===== src/rtl/prompt_string_decoder_pkg.sv =====
// Shared definitions for the prompt string decoder and its neighbours.
// The symbol codes are common to the StringRegister, StringGenerator and
// this decoder. The package also holds the default string width and the
// decoder state encoding.
package prompt_string_decoder_pkg;

    localparam int WIDTH_DEF   = 64;
    localparam int MAX_SYM_DEF = 4;
    localparam int CNT_W_DEF   = 6;

    localparam logic [2:0] SYM_NONE   = 3'd0;
    localparam logic [2:0] SYM_TOGGLE = 3'd1;
    localparam logic [2:0] SYM_PUSH   = 3'd2;
    localparam logic [2:0] SYM_MIC    = 3'd3;
    localparam logic [2:0] SYM_MOUSE  = 3'd4;

    typedef enum logic [1:0] {
        ST_IDLE = 2'd0,
        ST_SCAN = 2'd1,
        ST_EMIT = 2'd2,
        ST_FIN  = 2'd3
    } dec_state_e;

endpackage


===== src/rtl/prompt_string_decoder_scanner.sv =====
// prompt_bit_scanner: holds the captured string and presents it one bit at
// a time, oldest (MSB) first. It also keeps a count of the bits not yet
// consumed.
//   clk_i   : clock
//   rst_i   : asynchronous active-high reset; clears the register and counter
//   load_i  : capture data_i and set the remaining count to WIDTH
//   data_i  : string to capture
//   shift_i : consume the current bit (shift left, decrement remaining)
//   bit_o   : current oldest unconsumed bit
//   last_o  : no bits remain
module prompt_bit_scanner
    import prompt_string_decoder_pkg::*;
#(
    parameter int WIDTH = WIDTH_DEF,
    parameter int REM_W = $clog2(WIDTH + 1)
) (
    input  logic             clk_i,
    input  logic             rst_i,
    input  logic             load_i,
    input  logic [WIDTH-1:0] data_i,
    input  logic             shift_i,
    output logic             bit_o,
    output logic             last_o
);

    logic [WIDTH-1:0] sr_q, sr_d;
    logic [REM_W-1:0] rem_q, rem_d;

    always_comb begin
        sr_d  = sr_q;
        rem_d = rem_q;
        if (load_i) begin
            sr_d  = data_i;
            rem_d = REM_W'(WIDTH);
        end else if (shift_i && (rem_q != '0)) begin
            sr_d  = {sr_q[WIDTH-2:0], 1'b0};
            rem_d = rem_q - REM_W'(1);
        end
    end

    always_ff @(posedge clk_i or posedge rst_i) begin
        if (rst_i) begin
            sr_q  <= '0;
            rem_q <= '0;
        end else begin
            sr_q  <= sr_d;
            rem_q <= rem_d;
        end
    end

    assign bit_o  = sr_q[WIDTH-1];
    assign last_o = (rem_q == '0);

endmodule


===== src/rtl/prompt_string_decoder.sv =====
// prompt_string_decoder: decodes a run-length encoded prompt string. A
// symbol k is written as k ones followed by a zero. The decoder streams
// the symbols out over a valid/ready handshake, earliest symbol first.
//   clock     : clock
//   reset     : asynchronous active-high reset
//   load      : start pulse, accepted only when idle
//   bstring   : encoded string, MSB oldest
//   sym_valid : sym holds a decoded symbol
//   sym_ready : consumer accepts sym
//   sym       : symbol code 1..4, 0 when not valid
//   sym_count : symbols handed off since the last load (saturating)
//   busy      : not idle
//   done      : one-cycle pulse on clean completion
//   error     : sticky malformed-encoding flag, cleared by load or reset
module prompt_string_decoder
    import prompt_string_decoder_pkg::*;
#(
    parameter int WIDTH   = WIDTH_DEF,
    parameter int MAX_SYM = MAX_SYM_DEF,
    parameter int CNT_W   = CNT_W_DEF
) (
    input  logic             clock,
    input  logic             reset,
    input  logic             load,
    input  logic [WIDTH-1:0] bstring,
    output logic             sym_valid,
    input  logic             sym_ready,
    output logic [2:0]       sym,
    output logic [CNT_W-1:0] sym_count,
    output logic             busy,
    output logic             done,
    output logic             error
);

    // The run counter has to reach MAX_SYM+1 to flag an overlong run.
    localparam int RUN_W = $clog2(MAX_SYM + 2);
    localparam logic [RUN_W-1:0] RUN_MAX = RUN_W'(MAX_SYM);

    dec_state_e       state_q, state_d;
    logic [RUN_W-1:0] run_q, run_d;
    logic [2:0]       sym_q, sym_d;
    logic             sym_valid_q, sym_valid_d;
    logic [CNT_W-1:0] cnt_q, cnt_d;
    logic             err_q, err_d;

    logic capture, shift, scan_bit, scan_last;

    prompt_bit_scanner #(
        .WIDTH (WIDTH)
    ) u_scanner (
        .clk_i   (clock),
        .rst_i   (reset),
        .load_i  (capture),
        .data_i  (bstring),
        .shift_i (shift),
        .bit_o   (scan_bit),
        .last_o  (scan_last)
    );

    always_comb begin
        state_d     = state_q;
        run_d       = run_q;
        sym_d       = sym_q;
        sym_valid_d = sym_valid_q;
        cnt_d       = cnt_q;
        err_d       = err_q;
        capture     = 1'b0;
        shift       = 1'b0;

        unique case (state_q)
            ST_IDLE: begin
                if (load) begin
                    capture = 1'b1;
                    run_d   = '0;
                    cnt_d   = '0;
                    err_d   = 1'b0;
                    state_d = ST_SCAN;
                end
            end
            ST_SCAN: begin
                if (scan_last) begin
                    // A run still open at end of string has no terminating zero.
                    if (run_q == '0) begin
                        state_d = ST_FIN;
                    end else begin
                        err_d   = 1'b1;
                        state_d = ST_IDLE;
                    end
                end else begin
                    shift = 1'b1;
                    if (scan_bit) begin
                        run_d = run_q + RUN_W'(1);
                        if (run_q == RUN_MAX) begin
                            err_d   = 1'b1;
                            state_d = ST_IDLE;
                        end
                    end else if (run_q != '0) begin
                        sym_d       = 3'(run_q);
                        sym_valid_d = 1'b1;
                        state_d     = ST_EMIT;
                    end
                end
            end
            ST_EMIT: begin
                if (sym_ready) begin
                    if (cnt_q != '1) begin
                        cnt_d = cnt_q + CNT_W'(1);
                    end
                    sym_d       = SYM_NONE;
                    sym_valid_d = 1'b0;
                    run_d       = '0;
                    state_d     = ST_SCAN;
                end
            end
            ST_FIN: begin
                state_d = ST_IDLE;
            end
            default: begin
                state_d = ST_IDLE;
            end
        endcase
    end

    always_ff @(posedge clock or posedge reset) begin
        if (reset) begin
            state_q     <= ST_IDLE;
            run_q       <= '0;
            sym_q       <= SYM_NONE;
            sym_valid_q <= 1'b0;
            cnt_q       <= '0;
            err_q       <= 1'b0;
        end else begin
            state_q     <= state_d;
            run_q       <= run_d;
            sym_q       <= sym_d;
            sym_valid_q <= sym_valid_d;
            cnt_q       <= cnt_d;
            err_q       <= err_d;
        end
    end

    assign sym_valid = sym_valid_q;
    assign sym       = sym_q;
    assign sym_count = cnt_q;
    assign busy      = (state_q != ST_IDLE);
    assign done      = (state_q == ST_FIN);
    assign error     = err_q;

endmodule


===== config.mk =====
export PLATFORM = sky130hd
export DESIGN_NAME = prompt_string_decoder
export DESIGN_NICKNAME = d
export VERILOG_FILES = /design/src/rtl/prompt_string_decoder_pkg.sv /design/src/rtl/prompt_string_decoder_scanner.sv /design/src/rtl/prompt_string_decoder.sv
export SDC_FILE = /design/constraint.sdc
export NUM_CORES = 1
export LEC_CHECK = 0
export CAP_MARGIN = 5
export CORE_MARGIN = 4
export CORE_UTILIZATION = 52
export DETAILED_ROUTE_END_ITERATION = 8
export GPL_TIMING_DRIVEN = 0
export PLACE_DENSITY = 0.8
export SLEW_MARGIN = 20
export SYNTH_ARGS = -nofsm -noshare
export SYNTH_HDL_FRONTEND = slang
export SYNTH_SLANG_ARGS = --single-unit
export TNS_END_PERCENT = 50

===== constraint.sdc =====
create_clock -name clock -period 3.88 [get_ports clock]
set_input_delay 0.776 -clock clock [delete_from_list [all_inputs] [get_ports clock]]
set_output_delay 0.776 -clock clock [all_outputs]
set_load 0.005 [all_outputs]

==> impl_metrics.py <==
metrics = {
    "status": {
        "status": "finished clean",
    },
    "sta": {
        "grt_setup_unrepaired": "no",
        "slew-limit-headroom_pct": 66.2,
        "setup_clock_skew_after_layout_ns": 0.00795,
        "tightestPinTransition_ns": 0.508,
        "timing_hold_violations_final": 0,
        "fmaxAchievable_mhz": 401,
        "final_max_slew_viol_count": 0,
        "timing.final.setup_violations": 0,
        "fin_worst_hold_slack_ns": 0.479,
        "post-route-min-period_ns": 2.49,
        "setup_total_negative_slack_ns": 0,
        "timing.final.crit_share_pct": 64.3,
    },
    "hold_path": {
        "worstHoldPathType": "flip-flop to flip-flop",
        "min_from": "sym_valid",
    },
    "detailed_routing": {
        "drt-wirelength-per-cell_um": 13.9,
        "vias_per_cell": 5.42,
        "drc": 0,
        "ant_nets": 0,
        "drt_iter0_markers": 191,
        "detailroute.via_count": 3648,
        "detailedRoute.firstPassIterationCount": 4,
        "wl_um": 9340,
    },
    "die": {
        "die_h_um": 97.1,
        "initial_core_util_pct": 53.4,
        "design.portCount": 81,
        "coreArea_um2": 7730,
        "rows": 32,
        "die_width_um": 97.1,
        "floorplan.die_area_um2": 9420,
    },
    "cts": {
        "cts_setup_buffers": 0,
        "htreeDepth": 3,
        "clock_tree.buffer_depth": 2,
        "cts_resizes": 0,
        "clkSinkCount": 87,
        "cts_hold_repair.buffers": 0,
        "cts_buffers": 9,
        "clockRootBuffer": "clkbuf_8",
        "clkLatencyLatePin_ns": 0.35,
        "tritoncts_clock_tree": "built",
        "path_clk_slew_ns": 0.08,
    },
    "global_routing": {
        "track_usage_pct": 20.2,
        "number_of_global_route_vias_before_repair": 3544,
        "wire_length_of_the_first_global_routing_pass_um": 15900,
        "remaining_global_route_overflow": 0,
        "grt_start_max_net_pins": 50,
        "antenna_violations_before_repair": 0,
    },
    "pwr": {
        "leakage_uw": 0.00241,
        "power.ir.vdd_worst_uv": 317,
        "seq_power_share_pct": 40.7,
        "p_sw_uw": 1520,
        "power.density_cell_area_nw_per_um2": 730,
        "clockPowerShare_pct": 16.4,
        "power_report.internal_total_uw": 2340,
        "fin_total_pwr_uw": 3860,
        "combPwrFrac_pct": 43.0,
        "switching_share_pct": 39.5,
    },
    "critical_path": {
        "rr_startpoint": "u_scanner.rem_q[0]",
        "cp_common_cell": "nand2_1",
        "cp-end-kind": "flip-flop",
        "critPathKind": "input pin to flip-flop",
        "cpPeakStageDelay_ns": 0.50,
        "worst-endpoint-arrival_ns": 2.78,
        "critical_path.cell_chain": "clkdlybuf4s50_1, nor2b_1, and2_1, clkbuf_1, buf_2, buf_1, nand2_1, nand2_1",
        "timing_startpoint_of_the_critical_path": "load",
        "kind_of_start_point_of_the_critical_path": "input pin",
        "largest_fanout_on_the_critical_path": 10,
        "worst_ep_required_time_ns": 4.17,
        "timing.critical_path.slowest_stage_cell": "clkdlybuf4s50_1",
    },
    "cells_and_area": {
        "layout.filler_cells": 638,
        "n_antenna_cell": 0,
        "nNetsFinal": 640,
        "final_core_area_utilization_pct": 68.4,
        "drive_above_1_share_pct": 6.13,
        "post-route-cell-area_um2": 5280,
        "final_common_cell": "nand2_1",
        "final_cell_mix": "152 x nand2_1, 94 x nand3_1, 87 x dfrtp_1, 80 x clkdlybuf4s50_1, 17 x a22oi_1",
        "area_delta_synth_final_pct": 28.0,
    },
    "placement": {
        "placement.cell_area_um2": 5080,
        "dp_hpwl_um": 6840,
        "portBuffers": 80,
        "gp_routability_congestion": 0.826,
    },
    "logic_synthesis": {
        "synth_edf_count": 0,
        "post_synth_instance_area_um2": 4130,
        "post_synth_num_cell_types": 45,
        "synth-warning-count": 0,
        "synth_async_sr_flop_share_pct": 100,
        "sequential_cell_area_fraction_in_the_yosys_report_pct": 52.8,
        "postSynthRegisterBits": 87,
        "synth_ff_type": "dfrtp_1",
        "synthesis.instances": 475,
        "mean_instance_size_in_the_synthesized_netlist_um2": 8.69,
        "synth_nets": 548,
    },
    "flow_run": {
        "drv.max_cap_violation_count": 0,
    },
}
-- synthesized netlist by cell type, types with 2 or more instances --
master / n / area share, %
nand2_1: 152 / 14
nand3_1: 94 / 11
dfrtp_1: 87 / 53
a22oi_1: 17 / 3.1
buf_2: 14 / 1.7
clkbuf_1: 12 / 1.1
inv_1: 11 / 1.0
a21oi_1: 10 / 1.2
o21ai_0: 10 / 1.2
buf_1: 6 / 0.55
nor2_1: 6 / 0.55
ha_1: 5 / 1.5
mux2i_1: 5 / 1.2
nor2b_1: 5 / 0.76
nand2b_1: 3 / 0.45
or3_1: 3 / 0.45
a211oi_1: 2 / 0.36
a311oi_1: 2 / 0.42
nor3_1: 2 / 0.24
o31ai_1: 2 / 0.36
or4_1: 2 / 0.36
xnor2_1: 2 / 0.42
-- cells by family (layout without fill, tap and decap cells) --
kind of cell	Yosys count	in the layout	synth area share (%)
buffers and inverters	43	139	4.34
flip-flops	87	87	52.8
multiplexers	6	6	1.49
adder cells (fa/ha/maj)	5	5	1.52
AND/OR/NAND/NOR	274	274	29.8
AO/OA/AOI/OAI	58	58	9.70
XOR/XNOR	2	2	0.425
-- critical path, delay by kind of cell --
family                 cells  cell delay [ns]
buffers and inverters      4             1.40
and+or+nand+nor            4             0.61
-- power by group through the flow --
stage               Combinational [µW]  Sequential (µW)  Clock [µW]
floorplan                         1210             1520           0
global placement                  1590             1560           0
detailed placement                1660             1580           0
CTS                               1680             1570         640
global route                      1880             1620         676
finish                            1660             1570         631
-- through the flow --
step,worst slack [ns],std cells
floorplan,0.854,475
global placement,-0.495,657
detailed placement,1.06,658
CTS,1.40,673
global route,1.25,673
finish,1.39,673
-- worst paths after layout --
kind                            slack [ns]  depth (start not counted)            endpoint
worst min register to register        0.48                          2           sym_valid
max in group asynchronous             2.45                          3  u_scanner.sr_q[62]
min in group asynchronous             0.83                          2  u_scanner.sr_q[21]
worst max-delay path                  1.39                          8  u_scanner.sr_q[48]
worst min-delay path                  0.48                          2           sym_valid
worst max register to register        1.91                          8  u_scanner.sr_q[39]
-- per-layer routing --
layer	routed length [µm]	track usage (%)	vias up
li1	-	-	1807
met1	4050	25.7	1743
met2	4740	34.7	92
met3	478	4.45	6
met4	81	5.83	0
met5	0	0	-
-- flip-flops by register name, summed over array words and instances, names as in the netlist --
signal and flops:
sym 3, error 1, u_scanner.sr_q 64, state_q 2, sym_count 6, u_scanner.rem_q 7
run_q 3, sym_valid 1
-- final cells by class --
| class | instances | area [µm²] | area share (%) |
|---|---|---|---|
| tap | 102 | 128 | 2.42 |
| clock buffer | 12 | 155 | 2.94 |
| sequential | 87 | 2180 | 41.2 |
| multi-input combinational | 345 | 1770 | 33.5 |
| inverter | 11 | 43.8 | 0.829 |
| clock inverter | 3 | 42.5 | 0.805 |
| buffer | 32 | 138 | 2.61 |
| timing repair buffer | 81 | 828 | 15.7 |
(Power assumes the default switching activity.)
